<file path="src/rtl/multdiv_sched.sv">
// Issue sequencing, hazard tracking and regfile write-port arbitration for the iterative mul/div unit.
// Optional forwarding of the captured result is enabled by defining MDSCHED_FWD_EN.
module multdiv_sched #(
    parameter int unsigned MAX_WAIT = 2
) (
    input  logic        clock,
    input  logic        reset,
    input  logic        issue_valid,
    input  logic        issue_is_div,
    input  logic [31:0] issue_a,
    input  logic [31:0] issue_b,
    input  logic [4:0]  issue_rd,
    output logic        issue_stall,
    output logic        md_start,
    output logic        md_is_div,
    output logic [31:0] md_a,
    output logic [31:0] md_b,
    input  logic        md_ready,
    input  logic [31:0] md_result,
    input  logic        md_exception,
    input  logic [4:0]  dep_rs_a,
    input  logic [4:0]  dep_rs_b,
    output logic        hazard,
    input  logic        pipe_we,
    input  logic [4:0]  pipe_wreg,
    input  logic [31:0] pipe_wdata,
    output logic        mw_hold,
    output logic        ctrl_writeEnable,
    output logic [4:0]  ctrl_writeReg,
    output logic [31:0] data_writeReg,
    output logic        fwd_valid,
    output logic [31:0] fwd_data
);

    localparam int unsigned CW = (MAX_WAIT > 0) ? $clog2(MAX_WAIT + 1) : 1;
    localparam logic [CW-1:0] WAIT_MAX = CW'(MAX_WAIT);
    localparam logic [4:0] STATUS_REG = 5'd30;

`ifdef MDSCHED_FWD_EN
    localparam logic FWD_EN = 1'b1;
`else
    localparam logic FWD_EN = 1'b0;
`endif

    typedef enum logic [1:0] {
        S_IDLE = 2'd0,
        S_BUSY = 2'd1,
        S_WB   = 2'd2
    } state_t;

    state_t         state_q, state_d;
    logic           start_q, start_d;
    logic           is_div_q, is_div_d;
    logic [31:0]    a_q, a_d;
    logic [31:0]    b_q, b_d;
    logic [4:0]     rd_q, rd_d;
    logic           exc_q, exc_d;
    logic [4:0]     wb_reg_q, wb_reg_d;
    logic [31:0]    wb_data_q, wb_data_d;
    logic [CW-1:0]  wait_cnt_q, wait_cnt_d;
    logic           mw_hold_q, mw_hold_d;
    logic           fwd_valid_q, fwd_valid_d;
    logic [31:0]    fwd_data_q, fwd_data_d;
    logic           own_port_s;
    logic           rd_match_s;
    logic           dep_status_s;

    // Port ownership: free port, or the captured result has waited long enough to force it
    always_comb begin
        if (state_q == S_WB) begin
            own_port_s = !pipe_we || (wait_cnt_q == WAIT_MAX);
        end else begin
            own_port_s = 1'b0;
        end
    end

    // Next-state and datapath register updates
    always_comb begin
        state_d     = state_q;
        start_d     = 1'b0;
        is_div_d    = is_div_q;
        a_d         = a_q;
        b_d         = b_q;
        rd_d        = rd_q;
        exc_d       = exc_q;
        wb_reg_d    = wb_reg_q;
        wb_data_d   = wb_data_q;
        wait_cnt_d  = wait_cnt_q;
        mw_hold_d   = 1'b0;
        fwd_valid_d = fwd_valid_q;
        fwd_data_d  = fwd_data_q;
        case (state_q)
            S_IDLE: begin
                if (issue_valid) begin
                    is_div_d = issue_is_div;
                    a_d      = issue_a;
                    b_d      = issue_b;
                    rd_d     = issue_rd;
                    start_d  = 1'b1;
                    state_d  = S_BUSY;
                end else begin
                    state_d  = S_IDLE;
                end
            end
            S_BUSY: begin
                if (md_ready) begin
                    exc_d      = md_exception;
                    wait_cnt_d = {CW{1'b0}};
                    if (md_exception) begin
                        wb_reg_d  = STATUS_REG;
                        wb_data_d = is_div_q ? 32'd5 : 32'd4;
                    end else begin
                        wb_reg_d  = rd_q;
                        wb_data_d = md_result;
                    end
                    // A clean result for $r0 is dropped without touching the port
                    if (!md_exception && (rd_q == 5'd0)) begin
                        state_d = S_IDLE;
                    end else begin
                        state_d     = S_WB;
                        mw_hold_d   = (WAIT_MAX == {CW{1'b0}});
                        fwd_valid_d = FWD_EN;
                        fwd_data_d  = FWD_EN ? md_result : 32'd0;
                    end
                end else begin
                    state_d = S_BUSY;
                end
            end
            S_WB: begin
                if (own_port_s) begin
                    state_d     = S_IDLE;
                    fwd_valid_d = 1'b0;
                end else begin
                    wait_cnt_d = wait_cnt_q + {{(CW-1){1'b0}}, 1'b1};
                    mw_hold_d  = (wait_cnt_d == WAIT_MAX);
                end
            end
            default: begin
                state_d     = S_IDLE;
                fwd_valid_d = 1'b0;
            end
        endcase
    end

    // State and output registers
    always_ff @(posedge clock or posedge reset) begin
        if (reset) begin
            state_q     <= S_IDLE;
            start_q     <= 1'b0;
            is_div_q    <= 1'b0;
            a_q         <= 32'd0;
            b_q         <= 32'd0;
            rd_q        <= 5'd0;
            exc_q       <= 1'b0;
            wb_reg_q    <= 5'd0;
            wb_data_q   <= 32'd0;
            wait_cnt_q  <= {CW{1'b0}};
            mw_hold_q   <= 1'b0;
            fwd_valid_q <= 1'b0;
            fwd_data_q  <= 32'd0;
        end else begin
            state_q     <= state_d;
            start_q     <= start_d;
            is_div_q    <= is_div_d;
            a_q         <= a_d;
            b_q         <= b_d;
            rd_q        <= rd_d;
            exc_q       <= exc_d;
            wb_reg_q    <= wb_reg_d;
            wb_data_q   <= wb_data_d;
            wait_cnt_q  <= wait_cnt_d;
            mw_hold_q   <= mw_hold_d;
            fwd_valid_q <= fwd_valid_d;
            fwd_data_q  <= fwd_data_d;
        end
    end

    // Hazard detection; with forwarding, a clean WB result is bypassed rather than stalled on
    always_comb begin
        rd_match_s   = (rd_q != 5'd0) && ((rd_q == dep_rs_a) || (rd_q == dep_rs_b));
        dep_status_s = (dep_rs_a == STATUS_REG) || (dep_rs_b == STATUS_REG);
        if (state_q == S_BUSY) begin
            hazard = rd_match_s || dep_status_s;
        end else if (state_q == S_WB) begin
            hazard = (rd_match_s && !(FWD_EN && !exc_q)) || dep_status_s;
        end else begin
            hazard = 1'b0;
        end
    end

    // Regfile write-port mux
    always_comb begin
        if (own_port_s) begin
            ctrl_writeEnable = 1'b1;
            ctrl_writeReg    = wb_reg_q;
            data_writeReg    = wb_data_q;
        end else begin
            ctrl_writeEnable = pipe_we;
            ctrl_writeReg    = pipe_wreg;
            data_writeReg    = pipe_wdata;
        end
    end

    assign issue_stall = issue_valid && (state_q != S_IDLE);
    assign md_start    = start_q;
    assign md_is_div   = is_div_q;
    assign md_a        = a_q;
    assign md_b        = b_q;
    assign mw_hold     = mw_hold_q && pipe_we;
    assign fwd_valid   = fwd_valid_q;
    assign fwd_data    = fwd_data_q;

endmodule

</file>
<file path="config.mk">
export PLATFORM = sky130hd
export DESIGN_NAME = multdiv_sched
export DESIGN_NICKNAME = d
export VERILOG_FILES = /design/src/rtl/multdiv_sched.sv
export SDC_FILE = /design/constraint.sdc
export NUM_CORES = 1
export LEC_CHECK = 0
export BUFFER_PORTS_ARGS = -buffer_cell sky130_fd_sc_hd__buf_2
export CAP_MARGIN = 20
export CORE_MARGIN = 3
export CORE_UTILIZATION = 40
export CTS_CLUSTER_SIZE = 16
export DETAILED_ROUTE_END_ITERATION = 6
export HOLD_SLACK_MARGIN = 0.1
export PLACE_DENSITY = 0.88
export SETUP_SLACK_MARGIN = 0.4
export SKIP_LAST_GASP = 1
export SLEW_MARGIN = 20
export SYNTH_ARGS = -nofsm -noshare
export SYNTH_HDL_FRONTEND = slang
export SYNTH_SLANG_ARGS = --single-unit
</file>
<file path="constraint.sdc">
create_clock -name clock -period 3.45 [get_ports clock]
set_clock_uncertainty 0.15 [all_clocks]
set_input_delay 0.1725 -clock clock [delete_from_list [all_inputs] [get_ports clock]]
set_output_delay 0.1725 -clock clock [all_outputs]
set_load 0.01 [all_outputs]
</file>
==> Word-level counts from Yosys, hierarchy flattened <==
Cells that the tools add are included.
{ "totals": {"regBits": 114, "latchBits": 0, "ram_bits": 0, "rom_bits": 0, "input_bits": 155, "output_inout_bits": 140, "wordCells": 69, "mem_count": 0} }
{ "op_classes": {"n_addsub": 1, "multipliers": 0, "n_div": 0, "n_lt_le_gt_ge": 0, "n_eq_ne": 12, "n_shift": 0, "muxes": 25, "bitwise_logic": 1, "n_reduce_logical": 19} }
{ "op_table": {"columns": ["op", "n"], "rows": [
  ["32-bit 2-to-1 mux", 2],
  ["1-bit 2-to-1 mux", 13],
  ["5-bit equality test", 2],
  ["5-bit equality test (second input constant)", 2],
  ["2-bit 2-to-1 mux", 5],
  ["5-bit 2-to-1 mux", 2],
  ["2-bit != test (second input constant)", 4],
  ["2-bit equality test (second input constant)", 3],
  ["2-bit one-hot mux with 3 select lines", 1],
  ["5-bit zero test", 1],
  ["5-bit nonzero test", 1],
  ["1-bit logical AND", 4],
  ["1-bit logical OR", 4],
  ["2-bit one-hot mux with 2 select lines", 1],
  ["2-bit AND reduction", 2],
  ["4-bit AND reduction", 1],
  ["2-bit nonzero test", 2],
  ["1-bit one-hot mux with 3 select lines", 1],
  ["3-bit AND reduction", 1],
  ["2-bit by 1-bit adder with 2-bit output (second input constant)", 1],
  ["2-bit by 1-bit equality test with 1-bit output (second input constant)", 1],
  ["1-bit zero test", 2],
  ["2-bit zero test", 1],
  ["1-bit NOT", 1]
]} }

==> Logic depth before layout (Yosys ltp) <==
{ "logic_depth": {"ltp_word": 6, "depth_mapped": 6, "depth_no_buf": 6} }

==> Least setup slack after synthesis <==
No wires, ideal clock.
{ "synth_timing": {"path_type": "register to output", "start": "reg wait_cnt_q[0]", "end": "out data_writeReg[10]", "t_arrival_ns": 1.541, "required_time_ns": 3.127, "path_slack_ns": 1.587, "path_stages_with_launch": 6, "n_path_buf": 1, "cell_sequence": "dfrtp_1 > inv_1 > ha_1 > o21ai_2 > buf_4 > mux2_1"} }
{ "synth_between": {"elab_chain_cells": 4} }
{ "synth_lines": {"columns": ["element", "line", "text"], "rows": [
  ["from (decl)", "60", "logic [CW-1:0] wait_cnt_q, wait_cnt_d;"],
  ["from (signal assigned)", "157", "wait_cnt_q <= {CW{1'b0}};"],
  ["from (signal assigned)", "171", "wait_cnt_q <= wait_cnt_d;"],
  ["2-bit equality test", "71", "own_port_s = !pipe_we || (wait_cnt_q == WAIT_MAX);"],
  ["1-bit logical OR", "71", null],
  ["1-bit 2-to-1 mux", "70", "if (state_q == S_WB) begin"],
  ["32-bit 2-to-1 mux", "193", "if (own_port_s) begin"],
  ["to (decl)", "30", "output logic [31:0] data_writeReg,"]
]} }
Every way passes these cells.

==> Final worst setup path <==
{ "layout_timing": {"start": "reg wait_cnt_q[0]", "end": "out data_writeReg[29]"} }
The elaborated chain is that of the path after synthesis.

==> results_tabular.tex <==
\begin{tabular}{lr}
\hline
Metric & Value \\
\hline
\multicolumn{2}{l}{\textbf{Setup path}} \\
Largest stage delay on the critical path & 0.42 ns \\
Worst EP arrival & 2.20 ns \\
Cell family with the largest share of critical-path delay & buffers and inverters \\
Worst reg-to-reg setup slack & 1.53 ns \\
Worst EP required & 3.13 ns \\
Critical Setup Path Class & reg -> out \\
Buffers \& Inverters on Critical Path & 3 \\
Sort of element at the start of the critical path & flop \\
Maximum fanout along the worst path & 37 \\
Worst-path cell chain & inv\_1 > ha\_1 > o21ai\_4 > buf\_4 > mux2\_2 > buf\_2 \\
Crit path capture type & output port \\
Standard cell with the maximum stage delay on the critical path & sky130\_fd\_sc\_hd\_\_buf\_4 \\
\multicolumn{2}{l}{\textbf{Floorplanning}} \\
Number of cell rows & 41 \\
Starting Density & 0.413 \\
Num ports & 295 \\
Std-Cell Core Area & 12,800 um2 \\
Area of the die & 14,600 um2 \\
Vertical extent of the die & 121 um \\
Die X & 121 um \\
\multicolumn{2}{l}{\textbf{Route}} \\
Vias & 4,572 \\
Post-detailed-route DRC marker count & 0 \\
First-iteration detailed-routing DRC count & 178 \\
Remaining antenna violation count after routing & 0 \\
Final Routed Wirelength & 15,900 um \\
Routed wire length per instance & 16.0 um \\
WL met3 & 1320 um \\
First drt pass iteration count & 4 \\
Detail Route met2 WL & 8490 um \\
Post-route met1 wirelength & 5690 um \\
Average via count per standard cell & 4.62 \\
Top layer reached by signal wires & met5 \\
\multicolumn{2}{l}{\textbf{Logic synthesis}} \\
Area share of fa/ha/maj cells after synthesis & 0.00475 \\
Most frequent cell after synthesis & sky130\_fd\_sc\_hd\_\_dfrtp\_1 \\
Main combinational cell family by area after synthesis & multiplexers \\
Synth warnings & 0 \\
Top FF cell, synth & sky130\_fd\_sc\_hd\_\_dfrtp\_1 \\
Share of the synthesized area in compound gates (AO/OA/AOI/OAI) & 0.0465 \\
Cell type with the highest aggregate area in the netlist & sky130\_fd\_sc\_hd\_\_dfrtp\_1 \\
Sequential-to-total area share from yosys stat & 0.537 \\
Number of flops mapped to enable cells by yosys & 0 \\
Share of the synthesized netlist area taken by xor and xnor gates & 0.0166 \\
Share of cell area taken by muxes after synthesis & 0.231 \\
Distinct cell type count after synthesis & 36 \\
Syn avg cell area & 12.1 um2 \\
Post-synthesis cell area & 5270 um2 \\
Number of register bits inferred by synthesis & 113 \\
Share of flip-flops with an asynchronous set or reset & 1.00 \\
Most numerous cell types in the synthesized netlist & sky130\_fd\_sc\_hd\_\_dfrtp\_1, sky130\_fd\_sc\_hd\_\_mux2\_2, sky130\_fd\_sc\_hd\_\_nand2\_1, sky130\_fd\_sc\_hd\_\_buf\_4, sky130\_fd\_sc\_hd\_\_o21ai\_0 \\
Post-Syn Instances & 435 \\
Simple-gate share of the synthesized area & 0.0940 \\
Area fraction of the dominant cell type after synthesis & 0.537 \\
Top cells by area in the synthesized netlist & sky130\_fd\_sc\_hd\_\_dfrtp\_1, sky130\_fd\_sc\_hd\_\_mux2\_2, sky130\_fd\_sc\_hd\_\_buf\_4 \\
\multicolumn{2}{l}{\textbf{Finish}} \\
Fill count & 928 \\
Layout net count & 961 \\
Total area of sequential cells & 2830 um2 \\
Syn-to-layout area delta & 57.2\% \\
Area occupied by multi-input gates & 2210 um2 \\
Proportion of layout cells with a drive suffix above 1 & 0.491 \\
Post-Layout Inst Area & 8280 um2 \\
\multicolumn{2}{l}{\textbf{Run status}} \\
Outcome & finished, final reports clean \\
\multicolumn{2}{l}{\textbf{Pwr}} \\
Largest voltage drop on the vdd net & 0.000513 V \\
Final Power & 6400 uW \\
Leakage Power & 0.00403 uW \\
Power density over cell area & 773 nW/um2 \\
\multicolumn{2}{l}{\textbf{Placement}} \\
IO buf count & 261 \\
Placed cell areas & 6630 um2 \\
Total half-perimeter wirelength after legalization and detailed placement & 10,200 um \\
GPL Wtd Cong & 0.748 \\
\multicolumn{2}{l}{\textbf{Timing}} \\
Total negative slack for setup checks & 0 ns \\
Top achievable clock speed & 0.396 GHz \\
Unrepaired setup endpoints after global routing & false \\
Remaining max-slew budget at the tightest pin & 0.483 \\
Worst Max-Slew Pin Slew & 0.775 ns \\
Time the worst path needs with I/O delays and setup & 2.53 ns \\
Fin crit share & 0.732 \\
Max-slew violation count & 0 \\
Final setup fails & 0 \\
Total count of hold-check failures in the final report & 0 \\
\multicolumn{2}{l}{\textbf{Global route}} \\
Initial antenna violation count & 2 \\
Pin count of the biggest net entering global routing & 64 \\
Gr ovfl total & 0 \\
Overall Global Routing Usage & 0.220 \\
Number of global-route vias before repair & 5,086 \\
First-pass GRT wire length & 25,000 um \\
\multicolumn{2}{l}{\textbf{CTS}} \\
Number of hold buffers added after CTS & 106 \\
CTS root buf & sky130\_fd\_sc\_hd\_\_clkbuf\_16 \\
Cells resized by post-CTS repair & 0 \\
CTS Sinks & 113 \\
Clock slew at the register clock pins of the worst setup and hold paths & 0.05 ns \\
Largest buffer count on any clock path & 2 \\
Clock H-tree levels & 4 \\
CTS tree & yes \\
Post-CTS setup buffer count & 0 \\
Clock latency at the later pin of the worst-skew pair & 0.40 ns \\
Number of CTS-inserted buffers & 17 \\
\multicolumn{2}{l}{\textbf{Min path}} \\
Class of the worst hold path & in -> reg \\
\multicolumn{2}{l}{\textbf{Run}} \\
Max\_cap viols & 0 \\
\hline
\end{tabular}
## flip-flops by register name, indices dropped and copies added (netlist names)
signal / flops
md_a: 32
md_b: 32
md_is_div: 1
md_start: 1
mw_hold_q: 1
rd_q: 5
state_q: 2
wait_cnt_q: 2
wb_data_q: 32
wb_reg_q: 5
## report_power, final
part / internal (uW) / switching (uW) / total [uW] / leakage [uW]
Sequential: 1980 / 424 / 2400 / 0.00138
Clock: 1090 / 640 / 1730 / 0.000296
Combinational: 1160 / 1100 / 2270 / 0.00236
Total: 4230 / 2170 / 6400 / 0.00403
## stage by stage
| step | worst slack, ns | instances | util | hold WS (ns) |
|---|---|---|---|---|
| after floorplan | 1.59 | 467 | - | 0.117 |
| after global placement | 1.42 | 851 | 0.519 | 0.238 |
| after detailed placement | 1.35 | 851 | 0.519 | 0.244 |
| after CTS | 0.907 | 989 | 0.648 | 0.164 |
| after global routing | 0.810 | 990 | 0.649 | 0.214 |
| final | 0.923 | 990 | 0.649 | 0.182 |
## metal layers
layer  global-route usage  vias up
met3               0.0716       29
met5                    0        -
met4               0.0977        2
met1                0.224     2165
li1                     -     2161
met2                0.408      215
## placed cells by master, fill, tap and decap left out, drive strengths merged, types with 8 or more instances in the layout
cell type and count:
buf 268, dfrtp 113, mux2 107, dlygate4sd3 106, o21ai 41, nand2 40, conb 33, nand2b 32
clkbuf 18, inv 8
## layout make-up
type / instances / area share
clock inverters: 14 / 0.0186
inverters: 4 / 0.00227
repair buffers: 374 / 0.292
flip-flops and latches: 113 / 0.341
clock buffers: 18 / 0.0530
well taps: 172 / 0.0260
diodes: 1 / 0.000302
multi-input cells: 294 / 0.266
## worst paths after layout
check / depth (start not counted) / start / endpoint
min in group asynchronous: 4 / reset / wb_data_q[26]
hold / removal: 3 / md_exception / wb_reg_q[1]
hold reg to reg: 2 / wb_data_q[13] / wb_data_q[13]
setup / recovery: 6 / wait_cnt_q[0] / data_writeReg[29]
setup reg to reg: 5 / state_q[0] / wb_data_q[15]
max in group asynchronous: 4 / reset / md_b[19]
## worst min-delay path, delay by kind of cell
kind / cells / cell delay, ns
AOI/OAI and AO/OA: 1 / 0.08
buffers and inverters: 1 / 0.28
and+or+nand+nor: 1 / 0.14
## cell families after synthesis
family / Yosys count
XOR/XNOR: 10
other: 1
adder cells (fa/ha/maj): 2
buffers and inverters: 60
multiplexers: 108
flip-flops: 113
AND/OR/NAND/NOR: 95
AO/OA/AOI/OAI: 46
Note: power is estimated with default switching activity, not from simulation.
